<file path="src/rtl/da_tap_feeder_if.sv">
// Sample-source handshake for da_tap_feeder: W-bit data with valid/ready flow control.
// The source drives through the master modport and the feeder receives through the slave modport.
interface da_tap_feeder_if #(
  parameter int W = 3
);
  logic [W-1:0] s_data;
  logic         s_valid;
  logic         s_ready;

  modport master (output s_data, output s_valid, input s_ready);
  modport slave  (input s_data, input s_valid, output s_ready);
endinterface

</file>
<file path="src/rtl/da_tap_feeder.sv">
// Sample FIFO plus 3-tap delay line for the bit-serial DA FIR engine, with a frame-aligned load marker.
// Build option FEEDER_ZERO_FILL_EN: on underrun, shift a zero sample in instead of holding the taps.
module da_tap_feeder #(
  parameter int W      = 3,
  parameter int DEPTH  = 4,
  parameter int CYCLES = 5
) (
  input  logic                     clk,
  input  logic                     reset,
  da_tap_feeder_if.slave           s,
  output logic [W-1:0]             x_in0,
  output logic [W-1:0]             x_in1,
  output logic [W-1:0]             x_in2,
  output logic                     da_load,
  output logic [$clog2(DEPTH):0]   level,
  output logic                     underrun,
  output logic                     overflow
);

  localparam int AW = $clog2(DEPTH);
  localparam int PW = (CYCLES > 1) ? $clog2(CYCLES) : 1;
  localparam logic [AW:0]   L_FULL   = (AW + 1)'(DEPTH);
  localparam logic [PW-1:0] PH_LAST  = PW'(CYCLES - 1);

  logic [W-1:0]  r_mem [DEPTH];
  logic [AW-1:0] r_wr_ptr, r_rd_ptr;
  logic [AW:0]   r_level;
  logic [PW-1:0] r_ph;
  logic [W-1:0]  r_x0, r_x1, r_x2;
  logic          r_underrun, r_overflow;

  logic w_full, w_empty, w_ready, w_push, w_update, w_pop;

  assign w_full   = (r_level == L_FULL);
  assign w_empty  = (r_level == '0);
  assign w_ready  = reset & ~w_full;
  assign w_push   = s.s_valid & w_ready;
  assign w_update = (r_ph == PH_LAST);
  // The pop tests occupancy before this edge's push, so an empty FIFO never falls through.
  assign w_pop    = w_update & ~w_empty;

  // NOTE: sequential state uses non-blocking assignments so every flop samples pre-edge values.
  always_ff @(posedge clk or negedge reset) begin
    if (!reset)        r_ph <= '0;
    else if (w_update) r_ph <= '0;
    else               r_ph <= r_ph + 1'b1;
  end

  // NOTE: sample storage has no reset; the pointers and level alone define which entries are valid.
  always_ff @(posedge clk) begin
    if (w_push) r_mem[r_wr_ptr] <= s.s_data;
  end

  always_ff @(posedge clk or negedge reset) begin
    if (!reset) begin
      r_wr_ptr <= '0;
      r_rd_ptr <= '0;
      r_level  <= '0;
    end else begin
      if (w_push) r_wr_ptr <= r_wr_ptr + 1'b1;
      if (w_pop)  r_rd_ptr <= r_rd_ptr + 1'b1;
      r_level <= r_level + (AW + 1)'(w_push) - (AW + 1)'(w_pop);
    end
  end

  always_ff @(posedge clk or negedge reset) begin
    if (!reset) begin
      r_x0 <= '0;
      r_x1 <= '0;
      r_x2 <= '0;
    end else if (w_pop) begin
      r_x2 <= r_x1;
      r_x1 <= r_x0;
      r_x0 <= r_mem[r_rd_ptr];
    end else if (w_update) begin
`ifdef FEEDER_ZERO_FILL_EN
      r_x2 <= r_x1;
      r_x1 <= r_x0;
      r_x0 <= '0;
`else
      r_x2 <= r_x2;
      r_x1 <= r_x1;
      r_x0 <= r_x0;
`endif
    end
  end

  always_ff @(posedge clk or negedge reset) begin
    if (!reset) begin
      r_underrun <= 1'b0;
      r_overflow <= 1'b0;
    end else begin
      if (w_update && w_empty)      r_underrun <= 1'b1;
      if (s.s_valid && !w_ready)    r_overflow <= 1'b1;
    end
  end

  assign s.s_ready = w_ready;
  assign x_in0     = r_x0;
  assign x_in1     = r_x1;
  assign x_in2     = r_x2;
  assign da_load   = reset & (r_ph == '0);
  assign level     = r_level;
  assign underrun  = r_underrun;
  assign overflow  = r_overflow;

endmodule

</file>
<file path="src/flat_wrapper.sv">
// flat-port wrapper written by rule: the top's interface ports become plain ports
module da_tap_feeder_flat 
#(
  parameter int W      = 3,
  parameter int DEPTH  = 4,
  parameter int CYCLES = 5
)
  (clk, reset, x_in0, x_in1, x_in2, da_load, level, underrun, overflow, s_s_data, s_s_valid, s_s_ready);
  da_tap_feeder_if #(.W(W)) s_i ();
  input  logic clk;
  input  logic reset;
  output logic [W-1:0] x_in0;
  output logic [W-1:0] x_in1;
  output logic [W-1:0] x_in2;
  output logic da_load;
  output logic [$clog2(DEPTH):0] level;
  output logic underrun;
  output logic overflow;
  input wire logic [$bits(s_i.s_data)-1:0] s_s_data;
  input wire logic [$bits(s_i.s_valid)-1:0] s_s_valid;
  output wire logic [$bits(s_i.s_ready)-1:0] s_s_ready;
  assign s_i.s_data = s_s_data;
  assign s_i.s_valid = s_s_valid;
  assign s_s_ready = s_i.s_ready;
  da_tap_feeder #(.W(W), .DEPTH(DEPTH), .CYCLES(CYCLES)) u_core (.clk(clk), .reset(reset), .s(s_i), .x_in0(x_in0), .x_in1(x_in1), .x_in2(x_in2), .da_load(da_load), .level(level), .underrun(underrun), .overflow(overflow));
endmodule
</file>
<file path="config.mk">
export PLATFORM = sky130hd
export DESIGN_NAME = da_tap_feeder_flat
export DESIGN_NICKNAME = d
export VERILOG_FILES = /design/src/rtl/da_tap_feeder_if.sv /design/src/rtl/da_tap_feeder.sv /design/src/flat_wrapper.sv
export SDC_FILE = /design/constraint.sdc
export NUM_CORES = 1
export LEC_CHECK = 0
export ABC_CLOCK_PERIOD_IN_PS = 3300
export BUFFER_PORTS_ARGS = -buffer_cell sky130_fd_sc_hd__buf_4
export CAP_MARGIN = 20
export CORE_ASPECT_RATIO = 0.5
export CORE_MARGIN = 3
export CORE_UTILIZATION = 25
export CTS_CLUSTER_SIZE = 28
export DETAILED_ROUTE_END_ITERATION = 10
export PLACE_DENSITY = 0.45
export SYNTH_ARGS = -nofsm -noshare
export SYNTH_HDL_FRONTEND = slang
export SYNTH_SLANG_ARGS = --single-unit
</file>
<file path="constraint.sdc">
create_clock -name clk -period 3.3 [get_ports clk]
set_input_delay 0.66 -clock clk [delete_from_list [all_inputs] [get_ports clk]]
set_output_delay 0.66 -clock clk [all_outputs]
set_load 0.1 [all_outputs]
</file>
---- Word-level counts from Yosys, hierarchy flattened ----
Memory sizes are Yosys's and may differ from the RTL's. A register that Yosys moved wholly into a read port is not among the register bits.
Index checks and enable logic that the tools add are counted.
Widths: inputs -> output; s select.
word-level totals
  output and inout bits ................... 16
  input port bits ......................... 6
  latch bits .............................. 0
  ROM bits ................................ 0
  memories ................................ 1
  word-level logic and storage cells ...... 31
  memory bits (writable) .................. 12
  register bits after elaboration ......... 18
cells by class
  reduce and logical (&&, ||, !) cells .... 6
  divide/modulo/power cells ............... 0
  order comparisons ....................... 0
  eq/ne operators ......................... 2
  multipliers ............................. 0
  bitwise operators ....................... 6
  muxes and demuxes ....................... 3
  $add $sub $neg .......................... 5
  shift-type cells ........................ 0
memories
  name          words  width  rd ports  clocked after memory_dff  write ports  RTL line             RTL
  u_core.r_mem  4      3      1         1                         1            da_tap_feeder.sv:25  logic [W-1:0] r_mem [DEPTH];
operators with widths
  kind                 count
  $eq 3x3->1 const B   2
  $logic_not 3->1      2
  $add 2x1->2 const B  2
  $and 1x1->1          4
  $add 3x1->3          1
  $add 3x1->3 const B  1
  $mux 3               1
  $sub 3x1->3          1
  $logic_and 1x1->1    2
  $logic_not 1->1      2
  $mux 1               2
  $not 1->1            2

---- Depth between registers and ports, before layout ----
  word-level depth ........................ 6
  mapped depth ............................ 10
  mapped depth without buffers ............ 9

---- Least setup slack after synthesis ----
Ideal clock, no wire load.
  kind .................................... reg2out
  from .................................... register u_core.r_level[1] (netlist: u_core.level[1])
  to ...................................... output s_s_ready
  data required time ...................... 2640 ps
  cell stages (with the launch flop) ...... 3
  arrival ................................. 3425 ps
  buffers on the path ..................... 0
  slack ................................... -785 ps
  cell sequence ........................... dfrtp_1 -> nor2_1 -> a21boi_0
on the way
  cells in the longest elaborated chain, start to end .. 3
RTL lines
  item                    RTL line             RTL
  start, declared         da_tap_feeder.sv:27  logic [AW:0] r_level;
  start signal, assigned  da_tap_feeder.sv:62  r_level <= r_level + (AW + 1)'(w_push) - (AW + 1)'(w_pop);
  $eq 3x3->1              da_tap_feeder.sv:34  assign w_full = (r_level == L_FULL);
  $not 1->1               da_tap_feeder.sv:36  assign w_ready = reset & ~w_full;
  $and 1x1->1             da_tap_feeder.sv:36
  end, declared           flat_wrapper.sv:21   output wire logic [$bits(s_i.s_ready)-1:0] s_s_ready;
Every way passes these cells.

---- Worst setup path after layout ----
  from .................................... register u_core.r_level[1] (netlist: u_core.level[1])
  to ...................................... register u_core.r_level[2] (netlist: u_core.level[2])
on the way
  cells in the longest elaborated chain, start to end .. 6
  elaborated cells on any way between the ends .. 9
  classes of those cells .................. 2 x add/sub; 1 x eq/ne; 5 x bitwise; 1 x reduce/logical
RTL lines
  item             RTL line             RTL
  $eq 3x3->1       da_tap_feeder.sv:34
  $not 1->1        da_tap_feeder.sv:36
  $and 1x1->1      da_tap_feeder.sv:36
  $and 1x1->1      da_tap_feeder.sv:37  assign w_push = s.s_valid & w_ready;
  $add 3x1->3      da_tap_feeder.sv:62
  $sub 3x1->3 (*)  da_tap_feeder.sv:62
Every way passes the cells marked *; elsewhere a longest branch is shown, timed or not.
A chain may end at the register's enable or synchronous reset.

==> results.cfg <==
[synth]
synth_area_leaders = dfrtp_1 (37%), edfxtp_1 (25%), nand2_1 (7.6%)
synth-seq-cells = 33
netlist_instances = 109
synth-async-reset-ratio_pct = 63.64
synth_area_um2 = 1430
ys_warn_count = 0
yosys-top-cells-count = nand2_1 (29), dfrtp_1 (21), edfxtp_1 (12)
netlist-cell-type-count = 23
yosys.cell_count.top_type = nand2_1
postSynthNetCount = 124
seq_area_frac_synth_pct = 61.94
synth_top_area_share_pct = 36.75
synth_edf_count = 12
synth_largest_area_cell = dfrtp_1
ys.flop_type = dfrtp_1
syn_avg_cell_area_um2 = 13.12

[cts]
cts_tree = built
clk_pin_slew_worst_paths_ns = 0.05
ctsRootBufferMaster = clkbuf_16
clk_latency_ns = 0.27
ctsHtreeMaxLevel = 2
cts.sinks = 33
cts_buffers = 5
postCtsSetupBuffers = 0
clock_path_buffers = 2
hold_buffers = 0
cts-resized-gates = 0

[worst_setup_path]
crit_start = u_core.level[1]
cp_slowest_stage_delay_ns = 0.74
cp.buffers_inverters = 2
startpoint_type = flip-flop
path_cells = o311ai_2 > inv_1 > ha_1 > inv_1 > ha_1 > fa_1 > xnor2_1
required_ns = 3.45
r2r_end = u_core.level[2]
r2r_start = u_core.level[1]
worst_setup_path_end_kind = flip-flop
crit_type = reg -> reg
reg2reg_slack_ns = 0.53
crit_arrival_ns = 2.93
cp_slowest_cell = o311ai_2
crit_path_max_fanout = 11
critPathTopFamily = adder cells
r2r_cells = 7

[sta]
slew_viol_final = 0
min_period_over_period_pct = 84.07
slew_headroom_pct = 48.39
rsz0062_at_grt = false
finalSetupViolCount = 0
fmax_mhz = 360.5
clock_skew_ns = 0.004027
final_hold_viol_count = 0
finalSetupTns_ns = 0
worst_pin_slew_ns = 0.7729
period_needed_ns = 2.774

[final_layout]
drive_gt1_share_pct = 30.37
nFillCells = 542
antenna_cells = 0
area_delta_synth_final_pct = 25.90
final_nets = 149

[routing]
drt-initial-drc-count = 18
wl_um = 2338
wl_per_cell_um = 11.40
first_pass_iters = 3
ant_nets = 0
num_vias = 799
viasPerCell = 3.898
route.detailed.drc = 0

[floorplan]
die_h_um = 59.48
num_rows = 18
ioPinCount = 22
dieArea_um2 = 6719
die_w_um = 113.0
core_area_um2 = 5225
initial_core_util_pct = 27.37

[place]
hpwlAfterDp_um = 1684
gp_congestion = 0.6850
port_buffers = 21

[global_route]
grt_max_degree = 25
grt_pass1_vias = 881
grt_pass1_wl_um = 4091
grt_usage_pct = 8.124
antenna_found_initial = 0
gr-total-overflow = 0

[run]
cap_violations = 0

[min_path]
hold_class = in -> async

[run_status]
status = complete, no violations
cells in the final DEF (no fill, tap or decap):
cell,Yosys,routed
fa_1,1,1
a21boi_2,0,1
nand2_1,29,29
clkbuf_1,0,1
nand2b_1,1,1
mux4_2,3,3
nor2_1,2,2
mux2_4,1,1
o311a_4,1,1
clkinv_2,0,2
inv_2,1,1
dfrtp_1,21,21
clkbuf_16,0,5
a21boi_0,2,1
a21oi_1,1,1
mux2i_1,1,1
o21bai_1,1,1
and2_2,4,4
inv_1,10,10
ha_1,8,8
buf_4,1,21
a41o_2,1,1
xnor2_1,4,4
edfxtp_1,12,12
xor2_1,1,1
o311ai_2,1,1
state kept, by name, summed over array words and instances, names as in the netlist:
| register | count |
|---|---|
| u_core.x_in2 | 3 |
| u_core.overflow | 1 |
| u_core.x_in1 | 3 |
| u_core.r_wr_ptr | 2 |
| u_core.r_mem | 12 |
| u_core.underrun | 1 |
| u_core.r_rd_ptr | 2 |
| u_core.level | 3 |
| u_core.x_in0 | 3 |
| u_core.r_ph | 3 |
logic make-up (layout without fill, tap and decap cells):
family	count (synthesis)	after routing	share of synthesized area, %
AOI/OAI and AO/OA	7	7	5.337
xor gates and xnor gates	5	5	3.062
adders and majority gates	9	9	8.399
buffers and inverters	14	40	4.112
DFF	33	33	61.94
muxes	5	5	6.474
and+or+nand+nor	36	36	10.67
area by class of cell:
type | count | area (µm²) | share of cell area (%)
sequential | 33 | 885.9 | 49.20
timing repair buffer | 21 | 157.7 | 8.756
tap | 70 | 87.58 | 4.864
inverter | 11 | 41.29 | 2.293
multi-input combinational | 62 | 489.2 | 27.17
clock inverter | 2 | 10.01 | 0.5559
clock buffer | 6 | 128.9 | 7.158
how the worst max path moves through the flow:
stage                           end  slack, ns  cells after the start
floorplan                 s_s_ready       0.54                      2
global placement    u_core.level[2]       0.59                      7
detailed placement  u_core.level[2]       0.50                      7
CTS                 u_core.level[2]       0.48                      7
global route        u_core.level[2]       0.26                      7
finish              u_core.level[2]       0.53                      7
stage by stage:
stage	utilization, %	hold WS, ns	cell area [µm²]	instances	setup WS, ns
3_3_place_gp	31.80	0.4431	1662	197	0.5943
4_1_cts	34.46	0.2857	1800	205	0.4844
5_1_grt	34.46	0.2915	1800	205	0.2587
3_5_place_dp	31.80	0.4556	1662	197	0.4971
2_1_floorplan	-	0.3644	1434	109	0.5444
6_report	34.46	0.2799	1800	205	0.5258
per-layer routing:
layer  track usage (%)  share of wire, %  routed length (µm)  up-vias
li1                  -                 -                   -      410
met1             10.13                52                1222      372
met2             11.70                41                 961       11
met3             3.466               3.8                  88        6
met4             5.137               2.8                  65        0
met5                 0                 0                   0        -
Power is left out: the tool's default activity adds up to more than one toggle a clock period on the data nets, which glitch-free logic cannot reach.
